File: src/rtl/muldiv_ctrl_if.sv
// EX-stage <-> multiply/divide sequencer interface: op request, flush, stall
// and the architectural HI/LO read-out.
interface muldiv_ctrl_if;
    logic        start;
    logic [2:0]  op;
    logic [31:0] in0;
    logic [31:0] in1;
    logic        flush;
    logic        stall;
    logic        done;
    logic        dbz;
    logic [31:0] hi;
    logic [31:0] lo;

    modport master (
        output start, op, in0, in1, flush,
        input  stall, done, dbz, hi, lo
    );

    modport slave (
        input  start, op, in0, in1, flush,
        output stall, done, dbz, hi, lo
    );
endinterface

File: src/rtl/muldiv_ctrl.sv
// Multi-cycle MULT/MULTU/DIV/DIVU sequencer owning the HI/LO registers.
// One-cycle multiply, 32-step restoring divide, pipeline stall while busy.
module muldiv_ctrl (
    input  logic          clk,
    input  logic          rst,
    muldiv_ctrl_if.slave  bus
);
    localparam int unsigned DIV_STEPS = 32;
    localparam int unsigned XLEN      = 32;
    localparam int unsigned CNT_W     = $clog2(DIV_STEPS);

    localparam logic [2:0] OP_MULT  = 3'd0;
    localparam logic [2:0] OP_MULTU = 3'd1;
    localparam logic [2:0] OP_DIV   = 3'd2;
    localparam logic [2:0] OP_DIVU  = 3'd3;
    localparam logic [2:0] OP_MTHI  = 3'd4;
    localparam logic [2:0] OP_MTLO  = 3'd5;

    typedef enum logic [1:0] {
        S_IDLE = 2'd0,
        S_MUL  = 2'd1,
        S_DIV  = 2'd2,
        S_DONE = 2'd3
    } state_e;

    state_e              state_q;
    logic [XLEN-1:0]     hi_q;
    logic [XLEN-1:0]     lo_q;
    logic                done_q;
    logic                dbz_q;
    logic [CNT_W-1:0]    cnt_q;
    logic [XLEN-1:0]     opa_q;
    logic [XLEN-1:0]     opb_q;
    logic                mul_signed_q;
    logic                q_neg_q;
    logic                r_neg_q;
    logic [2*XLEN-1:0]   rq_q;

    function automatic logic [XLEN-1:0] neg_w(input logic [XLEN-1:0] x);
        return ~x + XLEN'(1);
    endfunction

    // Operand preparation at acceptance: magnitudes and sign bits for signed DIV.
    logic            div_signed_c;
    logic            in0_neg_c;
    logic            in1_neg_c;
    logic [XLEN-1:0] in0_abs_c;
    logic [XLEN-1:0] in1_abs_c;

    always_comb begin
        div_signed_c = (bus.op == OP_DIV);
        in0_neg_c    = div_signed_c & bus.in0[XLEN-1];
        in1_neg_c    = div_signed_c & bus.in1[XLEN-1];
        in0_abs_c    = in0_neg_c ? neg_w(bus.in0) : bus.in0;
        in1_abs_c    = in1_neg_c ? neg_w(bus.in1) : bus.in1;
    end

    // Full 64-bit product; sign-extending to 64 bits makes one multiplier serve both.
    logic [2*XLEN-1:0] mul_a_c;
    logic [2*XLEN-1:0] mul_b_c;
    logic [2*XLEN-1:0] product_c;

    always_comb begin
        mul_a_c   = {{XLEN{mul_signed_q & opa_q[XLEN-1]}}, opa_q};
        mul_b_c   = {{XLEN{mul_signed_q & opb_q[XLEN-1]}}, opb_q};
        product_c = mul_a_c * mul_b_c;
    end

    // One restoring step: bit 32 of the 33-bit difference is the borrow.
    logic [XLEN:0]     rem_shift_c;
    logic [XLEN:0]     diff_c;
    logic [2*XLEN-1:0] rq_next_c;
    logic [XLEN-1:0]   quo_fix_c;
    logic [XLEN-1:0]   rem_fix_c;

    always_comb begin
        rem_shift_c = rq_q[2*XLEN-1:XLEN-1];
        diff_c      = rem_shift_c - {1'b0, opb_q};
        if (diff_c[XLEN]) begin
            rq_next_c = {rem_shift_c[XLEN-1:0], rq_q[XLEN-2:0], 1'b0};
        end else begin
            rq_next_c = {diff_c[XLEN-1:0], rq_q[XLEN-2:0], 1'b1};
        end
        quo_fix_c = q_neg_q ? neg_w(rq_next_c[XLEN-1:0]) : rq_next_c[XLEN-1:0];
        rem_fix_c = r_neg_q ? neg_w(rq_next_c[2*XLEN-1:XLEN])
                            : rq_next_c[2*XLEN-1:XLEN];
    end

    assign bus.stall = ((state_q == S_IDLE) && bus.start && !bus.flush && (bus.op <= OP_DIVU))
                     || (state_q == S_MUL) || (state_q == S_DIV);
    assign bus.done  = done_q;
    assign bus.dbz   = dbz_q;
    assign bus.hi    = hi_q;
    assign bus.lo    = lo_q;

    always_ff @(posedge clk) begin
        if (rst) begin
            state_q      <= S_IDLE;
            hi_q         <= '0;
            lo_q         <= '0;
            done_q       <= 1'b0;
            dbz_q        <= 1'b0;
            cnt_q        <= '0;
            opa_q        <= '0;
            opb_q        <= '0;
            mul_signed_q <= 1'b0;
            q_neg_q      <= 1'b0;
            r_neg_q      <= 1'b0;
            rq_q         <= '0;
        end else begin
            done_q <= 1'b0;
            dbz_q  <= 1'b0;
            case (state_q)
                S_IDLE: begin
                    if (bus.start && !bus.flush) begin
                        case (bus.op)
                            OP_MULT, OP_MULTU: begin
                                opa_q        <= bus.in0;
                                opb_q        <= bus.in1;
                                mul_signed_q <= (bus.op == OP_MULT);
                                state_q      <= S_MUL;
                            end
                            OP_DIV, OP_DIVU: begin
                                if (bus.in1 == '0) begin
                                    done_q  <= 1'b1;
                                    dbz_q   <= 1'b1;
                                    state_q <= S_DONE;
                                end else begin
                                    rq_q    <= {{XLEN{1'b0}}, in0_abs_c};
                                    opb_q   <= in1_abs_c;
                                    q_neg_q <= in0_neg_c ^ in1_neg_c;
                                    r_neg_q <= in0_neg_c;
                                    cnt_q   <= '0;
                                    state_q <= S_DIV;
                                end
                            end
                            OP_MTHI: hi_q <= bus.in0;
                            OP_MTLO: lo_q <= bus.in0;
                            default: ;
                        endcase
                    end
                end
                S_MUL: begin
                    if (bus.flush) begin
                        state_q <= S_IDLE;
                    end else begin
                        hi_q    <= product_c[2*XLEN-1:XLEN];
                        lo_q    <= product_c[XLEN-1:0];
                        done_q  <= 1'b1;
                        state_q <= S_DONE;
                    end
                end
                S_DIV: begin
                    if (bus.flush) begin
                        state_q <= S_IDLE;
                    end else begin
                        rq_q <= rq_next_c;
                        if (cnt_q == CNT_W'(DIV_STEPS - 1)) begin
                            lo_q    <= quo_fix_c;
                            hi_q    <= rem_fix_c;
                            done_q  <= 1'b1;
                            state_q <= S_DONE;
                        end else begin
                            cnt_q <= cnt_q + CNT_W'(1);
                        end
                    end
                end
                // Result already committed; the held start belongs to the finished op.
                S_DONE:  state_q <= S_IDLE;
                default: state_q <= S_IDLE;
            endcase
        end
    end

endmodule
File: src/flat_wrapper.sv
// flat-port wrapper written by rule: the top's interface ports become plain ports
module muldiv_ctrl_flat 
  (clk, rst, bus_start, bus_op, bus_in0, bus_in1, bus_flush, bus_stall, bus_done, bus_dbz, bus_hi, bus_lo);
  muldiv_ctrl_if bus_i ();
  input  logic clk;
  input  logic rst;
  input wire logic [$bits(bus_i.start)-1:0] bus_start;
  input wire logic [$bits(bus_i.op)-1:0] bus_op;
  input wire logic [$bits(bus_i.in0)-1:0] bus_in0;
  input wire logic [$bits(bus_i.in1)-1:0] bus_in1;
  input wire logic [$bits(bus_i.flush)-1:0] bus_flush;
  output wire logic [$bits(bus_i.stall)-1:0] bus_stall;
  output wire logic [$bits(bus_i.done)-1:0] bus_done;
  output wire logic [$bits(bus_i.dbz)-1:0] bus_dbz;
  output wire logic [$bits(bus_i.hi)-1:0] bus_hi;
  output wire logic [$bits(bus_i.lo)-1:0] bus_lo;
  assign bus_i.start = bus_start;
  assign bus_i.op = bus_op;
  assign bus_i.in0 = bus_in0;
  assign bus_i.in1 = bus_in1;
  assign bus_i.flush = bus_flush;
  assign bus_stall = bus_i.stall;
  assign bus_done = bus_i.done;
  assign bus_dbz = bus_i.dbz;
  assign bus_hi = bus_i.hi;
  assign bus_lo = bus_i.lo;
  muldiv_ctrl u_core (.clk(clk), .rst(rst), .bus(bus_i));
endmodule
File: config.mk
export PLATFORM = sky130hd
export DESIGN_NAME = muldiv_ctrl_flat
export DESIGN_NICKNAME = d
export VERILOG_FILES = /design/src/rtl/muldiv_ctrl_if.sv /design/src/rtl/muldiv_ctrl.sv /design/src/flat_wrapper.sv
export SDC_FILE = /design/constraint.sdc
export NUM_CORES = 2
export LEC_CHECK = 0
export ABC_AREA = 0
export CAP_MARGIN = 20
export CORE_MARGIN = 5
export CORE_UTILIZATION = 35
export CTS_CLUSTER_DIAMETER = 50
export DETAILED_ROUTE_END_ITERATION = 8
export GPL_TIMING_DRIVEN = 0
export HOLD_SLACK_MARGIN = 0.03
export PLACE_DENSITY_LB_ADDON = 0.3
export SYNTH_ARGS = -nofsm -noshare
export SYNTH_HDL_FRONTEND = slang
export SYNTH_SLANG_ARGS = --single-unit
File: constraint.sdc
create_clock -name clk -period 8.2 [get_ports clk]
set_input_delay 0.82 -clock clk [delete_from_list [all_inputs] [get_ports clk]]
set_output_delay 0.82 -clock clk [all_outputs]
set_load 0.05 [all_outputs]
==> impl_metrics.py <==
metrics = {
    "critical_path": {
        "crit_slowest_cell": "fa_2",
        "required_ns": 8.71,
        "start_kind": "flip-flop",
        "arrival_ns": 9.10,
        "worstSetupPathType": "reg -> reg",
        "slowest_delay_ns": 0.69,
        "crit_fanout": 6,
        "critPathCaptureType": "flip-flop",
    },
    "place": {
        "port_buffers": 136,
        "place_ws_ns": -2.48,
        "gp_congestion": 1.04,
        "dp.final_hpwl_um": 194000,
    },
    "pwr": {
        "leakagePower_nw": 27.1,
        "pwr-share-comb_pct": 61.1,
        "p_int_w": 0.00292,
        "p_switching_w": 0.00377,
        "power_w": 0.00669,
        "irDropWorstVdd_mv": 0.224,
        "pwr-share-clk_pct": 19.0,
        "p_seq_share_pct": 19.9,
        "p_per_area_nw_per_um2": 112,
        "switching_share_pct": 56.3,
    },
    "die": {
        "ios": 138,
        "initial_utilization_pct": 35.1,
        "die_y_um": 395,
        "die_x_um": 395,
        "core_um2": 147000,
        "dieArea_um2": 156000,
        "rows": 141,
    },
    "flow_run": {
        "drv_cap": 0,
    },
    "status": {
        "status": "finished with violations",
        "violations": "negative setup slack",
    },
    "detailed_routing": {
        "avgViaCountPerCell": 5.51,
        "drc": 0,
        "postRouteAntennaNets": 0,
        "totalWireLength_um": 233000,
        "vias": 45500,
        "first_iter_violations": 4355,
        "wl_per_cell_um": 28.3,
        "dr.pass1.iters": 6,
    },
    "yosys": {
        "ys_seq_area_share_pct": 7.89,
        "synth.avg_cell_area_um2": 8.52,
        "syn-instance-count": 6076,
        "syn-cell-area_um2": 51800,
        "synth.net_count": 7527,
        "ys_warn_count": 0,
        "synth.ff_latch_count": 204,
        "ys_types": 83,
        "synth_ff_type": "dfxtp_1",
        "async_flop_share_pct": 0,
        "synth-edff-count": 0,
    },
    "sta": {
        "maxSlewHeadroom_pct": 17.5,
        "fin_worst_skew_ns": 0.0630,
        "whs_ns": 0.467,
        "tightest_slew_ns": 1.24,
        "finalMaxSlewViolations": 0,
        "hold_viol_final": 0,
        "finalCriticalPeriod_ns": 8.59,
        "finalCritPeriodShare_pct": 105,
        "setup_ws_ns": -0.388,
        "rsz0062_at_grt": "yes",
        "setup_viol": 16,
        "fmax_ghz": 0.116,
    },
    "clocking": {
        "cts_sinks": 204,
        "root_buffer": "clkbuf_16",
        "clkTransAtPathRegs_ns": 0.07,
        "ctsHoldBuffers": 0,
        "clockBufferDepth": 3,
        "cts_tree": "built",
        "htree_levels": 1,
        "clk_latency_ns": 0.66,
        "cts_inserted_buffers": 28,
    },
    "cells_and_area": {
        "drive_gt1_share_pct": 10.2,
        "nets": 7751,
        "syn_to_final_growth_pct": 15.5,
    },
    "global_route": {
        "grt_pass1_wl_um": 336000,
        "antenna_found_initial": 13,
        "grt_max_degree": 25,
        "grt_overflow": 0,
        "grtUsageTotal_pct": 29.6,
        "grt_pass1_vias": 46800,
    },
    "min_path": {
        "hp-class": "reg -> reg",
    },
}
-- worst max-delay path, delay by kind of cell, from the launching register on --
family / cells / cell delay (ns)
xor gates and xnor gates: 1 / 0.19
DFF: 1 / 0.37
adders and majority gates: 9 / 4.59
and+or+nand+nor: 3 / 0.29
AOI/OAI and AO/OA: 9 / 2.03
buffers and inverters: 9 / 0.93
-- path summary, 6_finish.rpt --
path / from / endpoint / slack (ns) / cells past startpoint
min reg2reg: u_core.bus.lo[7] / u_core.bus.lo[7] / 0.47 / 2
min: u_core.bus.lo[7] / u_core.bus.lo[7] / 0.47 / 2
max: u_core.opa_q[31] / u_core.bus.hi[27] / -0.39 / 31
max reg2reg: u_core.opa_q[31] / u_core.bus.hi[27] / -0.39 / 31
-- metrics by stage --
stage | cells | cell area [um2] | utilization, % | TNS [ns]
5_1_grt | 8253 | 59800 | 40.6 | -4.68
4_1_cts | 8217 | 58800 | 39.9 | -2.10
6_report | 8259 | 59800 | 40.6 | -2.06
3_3_place_gp | 8142 | 55600 | 37.7 | -102.91
2_1_floorplan | 6076 | 51800 | - | 0
3_5_place_dp | 8162 | 55900 | 37.9 | -60.30
-- cells in the mapped netlist, drive strengths merged, types with 17 or more instances --
| cell type | count | area (um2) |
|---|---|---|
| mux2i | 24 | 240 |
| a21o | 56 | 420 |
| nand2 | 1001 | 3760 |
| nor3 | 48 | 245 |
| xnor2 | 127 | 1110 |
| o41ai | 26 | 277 |
| fa | 1126 | 22500 |
| a211oi | 59 | 448 |
| and2 | 365 | 2290 |
| or3 | 31 | 194 |
| o31ai | 33 | 248 |
| o211ai | 23 | 173 |
| a31oi | 27 | 169 |
| nor4 | 21 | 138 |
| xor2 | 75 | 657 |
| o21a | 19 | 143 |
| nor2 | 254 | 953 |
| a221oi | 28 | 264 |
| nand4 | 17 | 121 |
| nand3 | 58 | 290 |
| ha | 254 | 3180 |
| dfxtp | 204 | 4080 |
| and3 | 30 | 188 |
| or2 | 21 | 131 |
| inv | 1192 | 4470 |
| buf | 30 | 155 |
| nand2b | 17 | 106 |
| o21ai | 112 | 564 |
| a21oi | 262 | 1320 |
| clkbuf | 346 | 1300 |
| or4 | 19 | 150 |
-- flip-flops by register name, indices dropped and copies added, names as in the netlist --
| register | count |
|---|---|
| u_core.bus.done | 1 |
| u_core.q_neg_q | 1 |
| u_core.bus.hi | 32 |
| u_core.mul_signed_q | 1 |
| u_core.cnt_q | 5 |
| u_core.rq_q | 64 |
| u_core.bus.lo | 32 |
| u_core.r_neg_q | 1 |
| u_core.bus.dbz | 1 |
| u_core.opb_q | 32 |
| u_core.opa_q | 32 |
| u_core.state_q | 2 |
-- layer usage --
metal	wire length [um]	vias to the layer above	GRT usage (%)
met3	24600	615	8.06
met4	16200	8	15.4
met1	90900	23500	38.5
met5	46	-	0
met2	102000	2377	45.2
li1	-	19000	-
-- layout by cell type, fill, tap and decap left out, types with 19 or more instances in the layout --
cell type,Yosys,layout
clkbuf_16,0,38
mux2i_1,24,23
o21ai_1,15,20
ha_4,0,25
clkbuf_2,0,41
a21o_1,56,55
clkdlybuf4s50_1,0,136
fa_1,1126,1096
a21oi_1,261,246
nor3_1,47,47
buf_2,16,24
xor2_1,75,67
o41ai_1,21,19
clkbuf_4,0,54
and2_1,363,359
a211oi_1,58,53
o211ai_1,23,23
fa_2,0,30
o21ai_0,96,80
ha_1,254,225
clkbuf_1,346,132
and3_1,30,25
inv_1,1191,1167
or2_2,20,20
nor2_1,254,248
nor4_1,20,20
or3_1,31,31
dfxtp_1,204,151
dfxtp_4,0,40
o31ai_1,33,28
a31oi_1,27,22
nand3_1,58,56
xnor2_1,127,122
clkbuf_8,0,48
buf_4,2,82
nand2_1,1001,995
-- area by class of cell --
type                            instances  area [um2]
Buffer                                337        2360
Timing Repair Buffer                  233        2340
Sequential cell                       204        4250
Clock buffer                           31         722
Tap cell                             1930        2410
Multi-Input combinational cell       4303       43000
Fill cell                           14900       87500
Inverter                             1193        4500
Antenna cell                            8        20.0
Clock inverter                         20         196
-- what timing repair did --
action / in CTS / in global routing
setup buffers: 42 / 36
endpoints found under the hold margin: 0 / 0
resized for setup: 611 / 192
pin swaps: 53 / 76
setup endpoints to repair: 45 / 39
cloned: 0 / 1
-- power groups by stage --
stage / Clock (W) / Sequential, W / Combinational (W)
finish: 0.00127 / 0.00133 / 0.00409
global route: 0.00130 / 0.00133 / 0.00420
CTS: 0.00127 / 0.00131 / 0.00388
detailed placement: 0 / 0.00127 / 0.00379
global placement: 0 / 0.00127 / 0.00376
floorplan: 0 / 0.00148 / 0.00186
-- cells by family after synthesis --
family	count (synthesis)	share of synthesized area [%]
adder cells (fa/ha/maj)	1380	49.7
XOR/XNOR	202	3.42
flip-flops	204	7.89
buffers and inverters	1569	11.5
multiplexers	35	0.703
AO/OA/AOI/OAI	759	9.64
AND/OR/NAND/NOR	1927	17.2
(Power assumes the default switching activity.)
